===== src/rtl/regfile_scoreboard_pkg.sv =====
// Shared definitions for the register-file write scoreboard.
package regfile_scoreboard_pkg;

    localparam int REG_ADDR_W = 5;
    localparam int NUM_REGS   = 32;

    typedef logic [REG_ADDR_W-1:0] reg_addr_t;

    localparam reg_addr_t X0 = 5'd0;

    typedef enum logic {
        FILE_X = 1'b0,
        FILE_F = 1'b1
    } file_sel_e;

endpackage


===== src/rtl/regfile_scoreboard_bank.sv =====
// Pending-write counters for one register file: hazard lookup, structural-full
// check, and counter update with underflow clamping.
module scoreboard_bank
    import regfile_scoreboard_pkg::*;
#(
    parameter int CNT_W              = 2,
    parameter bit BYPASS_WB          = 1'b1,
    parameter bit ZERO_REG_HARDWIRED = 1'b0
) (
    input  logic                clk,
    input  logic                rst_n,
    input  logic                i_dst_we,
    input  reg_addr_t           i_dst_addr,
    input  logic                i_issue,
    input  logic                i_wb_en,
    input  reg_addr_t           i_wb_addr,
    input  logic                i_cancel_en,
    input  reg_addr_t           i_cancel_addr,
    input  logic                i_rs1_en,
    input  reg_addr_t           i_rs1_addr,
    input  logic                i_rs2_en,
    input  reg_addr_t           i_rs2_addr,
    output logic                o_rs1_hazard,
    output logic                o_rs2_hazard,
    output logic                o_dst_full,
    output logic [NUM_REGS-1:0] o_busy,
    output logic                o_underflow
);

    localparam logic [CNT_W-1:0] CNT_MAX = '1;

    logic [CNT_W-1:0]          r_cnt     [NUM_REGS];
    logic [CNT_W-1:0]          w_cnt_nxt [NUM_REGS];
    logic signed [CNT_W+1:0]   w_net     [NUM_REGS];
    logic [NUM_REGS-1:0]       w_inc_hit;
    logic [NUM_REGS-1:0]       w_wb_hit;
    logic [NUM_REGS-1:0]       w_cn_hit;
    logic [NUM_REGS-1:0]       w_uflow;
    logic                      w_dst_req;
    logic                      w_inc;
    logic                      w_wb;
    logic                      w_cn;

    // A hardwired zero register never accumulates state, so every port ignores it.
    function automatic logic tracked(input reg_addr_t a);
        return !(ZERO_REG_HARDWIRED && (a == X0));
    endfunction

    function automatic logic src_hazard(input logic en, input reg_addr_t a,
                                        input logic [CNT_W-1:0] cnt,
                                        input logic wb, input reg_addr_t wa);
        logic bypass;
        bypass = BYPASS_WB && (cnt == CNT_W'(1)) && wb && (wa == a);
        return en && tracked(a) && (cnt != '0) && !bypass;
    endfunction

    assign w_dst_req = i_dst_we && tracked(i_dst_addr);
    assign w_inc     = i_issue && w_dst_req;
    assign w_wb      = i_wb_en && tracked(i_wb_addr);
    assign w_cn      = i_cancel_en && tracked(i_cancel_addr);

    assign o_rs1_hazard = src_hazard(i_rs1_en, i_rs1_addr, r_cnt[i_rs1_addr], w_wb, i_wb_addr);
    assign o_rs2_hazard = src_hazard(i_rs2_en, i_rs2_addr, r_cnt[i_rs2_addr], w_wb, i_wb_addr);
    assign o_dst_full   = w_dst_req && (r_cnt[i_dst_addr] == CNT_MAX);
    assign o_underflow  = |w_uflow;

    always_comb begin
        for (int i = 0; i < NUM_REGS; i++) begin
            w_inc_hit[i] = w_inc && (i_dst_addr == reg_addr_t'(i));
            w_wb_hit[i]  = w_wb && (i_wb_addr == reg_addr_t'(i));
            w_cn_hit[i]  = w_cn && (i_cancel_addr == reg_addr_t'(i));
            w_net[i]     = signed'({2'b00, r_cnt[i]})
                         + signed'({{(CNT_W+1){1'b0}}, w_inc_hit[i]})
                         - signed'({{(CNT_W+1){1'b0}}, w_wb_hit[i]})
                         - signed'({{(CNT_W+1){1'b0}}, w_cn_hit[i]});
            w_uflow[i]   = w_net[i][CNT_W+1];
            w_cnt_nxt[i] = w_uflow[i] ? '0 : w_net[i][CNT_W-1:0];
            o_busy[i]    = (r_cnt[i] != '0);
        end
    end

    always_ff @(posedge clk) begin
        if (!rst_n) begin
            for (int i = 0; i < NUM_REGS; i++) r_cnt[i] <= '0;
        end else begin
            for (int i = 0; i < NUM_REGS; i++) r_cnt[i] <= w_cnt_nxt[i];
        end
    end

endmodule


===== src/rtl/regfile_scoreboard.sv =====
// Decode-stage RAW/structural stall generator tracking pending writes to the
// integer and float register files.
module regfile_scoreboard
    import regfile_scoreboard_pkg::*;
#(
    parameter int CNT_W     = 2,
    parameter bit BYPASS_WB = 1'b1
) (
    input  logic                  clk,
    input  logic                  rst_n,
    input  logic                  id_valid,
    input  logic [REG_ADDR_W-1:0] id_rs1,
    input  logic [REG_ADDR_W-1:0] id_rs2,
    input  logic                  id_rs1_en,
    input  logic                  id_rs2_en,
    input  logic                  id_rs1_f,
    input  logic                  id_rs2_f,
    input  logic [REG_ADDR_W-1:0] id_rd,
    input  logic                  id_we,
    input  logic                  id_wef,
    input  logic                  wb_we,
    input  logic                  wb_wef,
    input  logic [REG_ADDR_W-1:0] wb_wa,
    input  logic                  cancel_valid,
    input  logic [REG_ADDR_W-1:0] cancel_rd,
    input  logic                  cancel_f,
    output logic                  stall,
    output logic                  issue,
    output logic [NUM_REGS-1:0]   busy_x,
    output logic [NUM_REGS-1:0]   busy_f,
    output logic                  idle,
    output logic                  err_underflow
);

    logic w_rs1_is_f, w_rs2_is_f, w_cancel_is_f;
    logic w_x_rs1_hz, w_x_rs2_hz, w_x_full, w_x_uflow;
    logic w_f_rs1_hz, w_f_rs2_hz, w_f_full, w_f_uflow;
    logic r_err_underflow;

    assign w_rs1_is_f    = (file_sel_e'(id_rs1_f) == FILE_F);
    assign w_rs2_is_f    = (file_sel_e'(id_rs2_f) == FILE_F);
    assign w_cancel_is_f = (file_sel_e'(cancel_f) == FILE_F);

    scoreboard_bank #(
        .CNT_W              (CNT_W),
        .BYPASS_WB          (BYPASS_WB),
        .ZERO_REG_HARDWIRED (1'b1)
    ) u_bank_x (
        .clk           (clk),
        .rst_n         (rst_n),
        .i_dst_we      (id_we),
        .i_dst_addr    (id_rd),
        .i_issue       (issue),
        .i_wb_en       (wb_we),
        .i_wb_addr     (wb_wa),
        .i_cancel_en   (cancel_valid && !w_cancel_is_f),
        .i_cancel_addr (cancel_rd),
        .i_rs1_en      (id_rs1_en && !w_rs1_is_f),
        .i_rs1_addr    (id_rs1),
        .i_rs2_en      (id_rs2_en && !w_rs2_is_f),
        .i_rs2_addr    (id_rs2),
        .o_rs1_hazard  (w_x_rs1_hz),
        .o_rs2_hazard  (w_x_rs2_hz),
        .o_dst_full    (w_x_full),
        .o_busy        (busy_x),
        .o_underflow   (w_x_uflow)
    );

    scoreboard_bank #(
        .CNT_W              (CNT_W),
        .BYPASS_WB          (BYPASS_WB),
        .ZERO_REG_HARDWIRED (1'b0)
    ) u_bank_f (
        .clk           (clk),
        .rst_n         (rst_n),
        .i_dst_we      (id_wef),
        .i_dst_addr    (id_rd),
        .i_issue       (issue),
        .i_wb_en       (wb_wef),
        .i_wb_addr     (wb_wa),
        .i_cancel_en   (cancel_valid && w_cancel_is_f),
        .i_cancel_addr (cancel_rd),
        .i_rs1_en      (id_rs1_en && w_rs1_is_f),
        .i_rs1_addr    (id_rs1),
        .i_rs2_en      (id_rs2_en && w_rs2_is_f),
        .i_rs2_addr    (id_rs2),
        .o_rs1_hazard  (w_f_rs1_hz),
        .o_rs2_hazard  (w_f_rs2_hz),
        .o_dst_full    (w_f_full),
        .o_busy        (busy_f),
        .o_underflow   (w_f_uflow)
    );

    // Full checks depend only on registered counts, so issue feeding the banks forms no loop.
    assign stall = id_valid && (w_x_rs1_hz || w_x_rs2_hz || w_f_rs1_hz || w_f_rs2_hz ||
                                w_x_full || w_f_full);
    assign issue = id_valid && !stall;
    assign idle  = !(|busy_x) && !(|busy_f);
    assign err_underflow = r_err_underflow;

    always_ff @(posedge clk) begin
        if (!rst_n) begin
            r_err_underflow <= 1'b0;
        end else if (w_x_uflow || w_f_uflow) begin
            r_err_underflow <= 1'b1;
        end
    end

endmodule


===== config.mk =====
export PLATFORM = sky130hd
export DESIGN_NAME = regfile_scoreboard
export DESIGN_NICKNAME = d
export VERILOG_FILES = /design/src/rtl/regfile_scoreboard_pkg.sv /design/src/rtl/regfile_scoreboard_bank.sv /design/src/rtl/regfile_scoreboard.sv
export SDC_FILE = /design/constraint.sdc
export NUM_CORES = 1
export LEC_CHECK = 0
export CORE_MARGIN = 3
export CORE_UTILIZATION = 38
export DETAILED_ROUTE_END_ITERATION = 7
export MAX_ROUTING_LAYER = met4
export PLACE_DENSITY = 0.55
export SYNTH_ARGS = -nofsm -noshare
export SYNTH_HDL_FRONTEND = slang
export SYNTH_SLANG_ARGS = --single-unit

===== constraint.sdc =====
create_clock -name clk -period 11.8 [get_ports clk]
set_input_delay 1.77 -clock clk [delete_from_list [all_inputs] [get_ports clk]]
set_output_delay 1.77 -clock clk [all_outputs]
set_load 0.02 [all_outputs]

==> impl_metrics.env <==
export IMPL_outcome="finished, final reports clean"
export IMPL_root_buffer="clkbuf_16"
export IMPL_gp_congestion=1.06
export IMPL_power_density_nw_per_um2=80.2
export IMPL_start_kind="input port"
export IMPL_synth_edff_count=0
export IMPL_antenna_found_initial=0
export IMPL_clock_path_buffers=2
export IMPL_die_height_microns=198
export IMPL_p_comb_frac=0.214
export IMPL_vias_per_cell=6.34
export IMPL_area_growth_pct=14.3
export IMPL_final_cell_count_no_fill=2091
export IMPL_first_global_vias=12900
export IMPL_synth_cells=1555
export IMPL_tightestPinTransition_ns=1.32
export IMPL_globalRouteTotalUtil=0.327
export IMPL_sw_frac_of_total=0.325
export IMPL_ys_top_cells_by_count="nand2_1, nor2_1, ha_1, dfxtp_1, or2_2"
export IMPL_nets=1867
export IMPL_ios=106
export IMPL_max_cap_violations=0
export IMPL_drcViolationCount=0
export IMPL_synthDominantCellAreaShare=0.185
export IMPL_worstSetupEndpointType="flip-flop"
export IMPL_drv_slew=0
export IMPL_vdd_drop_max_v=0.000105
export IMPL_rsz0062_at_grt="false"
export IMPL_ys_async_sr_fraction=0
export IMPL_wl_per_cell_microns=29.7
export IMPL_fin_worst_skew_ns=0.0119
export IMPL_p_leak_uw=0.00669
export IMPL_dr_total_vias=13300
export IMPL_power_internal_uw=864
export IMPL_clock_latency_ns=0.46
export IMPL_layout_setup_ws_ns=3.50
export IMPL_synth_most_common_cell="nand2_1"
export IMPL_p_clk_frac=0.431
export IMPL_synth_fa_ha_area_frac=0.225
export IMPL_clk_pin_slew_ns=0.06
export IMPL_hp_class="flip-flop to flip-flop"
export IMPL_fin_crit_sh=0.703
export IMPL_numPortBuffers=105
export IMPL_cts_htree_levels=4
export IMPL_muxShareOfSynthArea=0.176
export IMPL_setup_tns_ns=0
export IMPL_synth_area_leaders="dfxtp_1, ha_1, mux4_2"
export IMPL_synth_compound_area_share=0.0644
export IMPL_grt_pass1_wl_microns=89800
export IMPL_worst_hold_slack_ns=0.620
export IMPL_drt_wl_total_microns=62200
export IMPL_switching_power_uw=417
export IMPL_synth_avg_cell_area_sq_um=8.98
export IMPL_initialDrtViolationCount=1572
export IMPL_synth_ff_type="dfxtp_1"
export IMPL_grt_max_degree=68
export IMPL_overflow=0
export IMPL_start_util=0.389
export IMPL_seqPwrFrac=0.355
export IMPL_cts_setup_buffers=0
export IMPL_multi_input_area_sq_um=10900
export IMPL_setup_viol=0
export IMPL_cts_buffers=17
export IMPL_dp_slack_ns=3.44
export IMPL_seq_area_sq_um=2580
export IMPL_die_area_sq_um=39100
export IMPL_ys_ff_latch=129
export IMPL_syn_area_sq_um=14000
export IMPL_crit_fanout=37
export IMPL_synthXorXnorAreaFrac=0.00627
export IMPL_yosysTopAreaCell="dfxtp_1"
export IMPL_holdBufCountCts=0
export IMPL_coreArea_sq_um=35900
export IMPL_critPathArrivalTime_ns=8.63
export IMPL_cts_sinks=129
export IMPL_fin_crit_ns=8.30
export IMPL_fill_cells=3557
export IMPL_worstSetupPathType="input port to flip-flop"
export IMPL_drive_above_1_share=0.143
export IMPL_required_ns=12.13
export IMPL_rows=69
export IMPL_cts_tree="yes"
export IMPL_max_freq_mhz=121
export IMPL_synth_top_family_by_area="simple AND/OR/NAND/NOR gates"
export IMPL_power_uw=1280
export IMPL_synth_distinct_cells=53
export IMPL_cts_resized=0
export IMPL_dr_pass1_iters=6
export IMPL_antenna_left=0
export IMPL_ys_seq_area_frac=0.185
export IMPL_place_inst=2058
export IMPL_hpwlAfterDp_microns=47500
export IMPL_die_w_microns=198
export IMPL_hold_viol_final=0
export IMPL_maxSlewHeadroom=0.114
export IMPL_synthSimpleGateAreaFrac=0.305
export IMPL_ys_warnings_count=0
-- path summary, 6_finish.rpt --
check / start / to / slack (ns) / cells after the start
max: id_rd[3] / err_underflow$_SDFFE_PN0P_ / 3.50 / 17
min: err_underflow$_SDFFE_PN0P_ / err_underflow$_SDFFE_PN0P_ / 0.62 / 2
min reg2reg: err_underflow$_SDFFE_PN0P_ / err_underflow$_SDFFE_PN0P_ / 0.62 / 2
max reg2reg: u_bank_f.r_cnt[27][1]$_SDFF_PP0_ / err_underflow$_SDFFE_PN0P_ / 5.91 / 15
-- power groups by stage --
stage / Clock (uW) / Combinational, uW / Sequential [uW]
after floorplan: 0 / 162 / 458
after global placement: 0 / 267 / 464
after detailed placement: 0 / 266 / 464
after CTS: 558 / 267 / 454
after global routing: 575 / 287 / 455
final: 552 / 274 / 455
-- logic make-up (layout without fill, tap and decap cells) --
| family | Yosys count | after routing |
|---|---|---|
| AO/OA/AOI/OAI | 120 | 120 |
| XOR/XNOR | 10 | 10 |
| adder cells (fa/ha/maj) | 213 | 213 |
| buffers and inverters | 126 | 199 |
| flip-flops | 129 | 129 |
| multiplexers | 154 | 154 |
| other | 1 | 3 |
| AND/OR/NAND/NOR | 802 | 802 |
-- layout make-up --
type | count | area share
timing repair buffer | 126 | 0.0743
inverter | 41 | 0.00964
clock buffer | 22 | 0.0297
sequential | 129 | 0.162
antenna | 1 | 0.000157
multi-input combinational | 1301 | 0.681
tap | 461 | 0.0361
clock inverter | 10 | 0.00682
-- per-layer routing --
layer	part of all wire	wire (microns)	up-vias	GRT usage
li1	-	-	5713	-
met1	0.41	25600	6590	0.431
met2	0.43	26700	798	0.479
met3	0.11	6670	157	0.0868
met4	0.051	3150	0	0.134
met5	0	0	-	-
-- flip-flops by register name (all words and copies together) (netlist names) --
name / flops
err_underflow: 1
u_bank_f.r_cnt: 64
u_bank_x.r_cnt: 64
-- cells in the final DEF, fill, tap and decap left out, drive strengths merged, types with 22 or more instances in the layout --
cell type / netlist / final
a21boi: 57 / 57
buf: 35 / 26
clkbuf: 50 / 22
clkdlybuf4s50: 0 / 100
dfxtp: 129 / 129
fa: 63 / 63
ha: 150 / 150
inv: 41 / 41
mux2i: 72 / 72
mux4: 72 / 72
nand2: 196 / 196
nand2b: 42 / 42
nand3: 38 / 38
nand3b: 27 / 27
nor2: 155 / 155
nor3: 64 / 64
nor3b: 70 / 70
nor4: 58 / 58
or2: 74 / 74
-- critical path: stages --
cell and delay [ns]:
clkdlybuf4s50_1 1.11, nor2b_1 1.02, a22oi_1 0.24, nand3_1 0.15
a21boi_1 0.16, nor4_1 0.47, o2111ai_4 0.57, buf_4 0.52
nor3b_1 0.36, ha_1 0.17, inv_1 0.04, fa_1 0.40
nor3b_1 0.17, nor4_1 0.64, nand4_1 0.41, nor4_1 0.27
a21boi_0 0.13
-- through the flow --
stage | cell area, sq um | utilization
2_1_floorplan | 14000 | -
3_3_place_gp | 15400 | 0.428
3_5_place_dp | 15400 | 0.428
4_1_cts | 16000 | 0.444
5_1_grt | 16000 | 0.444
6_report | 16000 | 0.445
No activity file was read; power rests on OpenSTA's default activity.
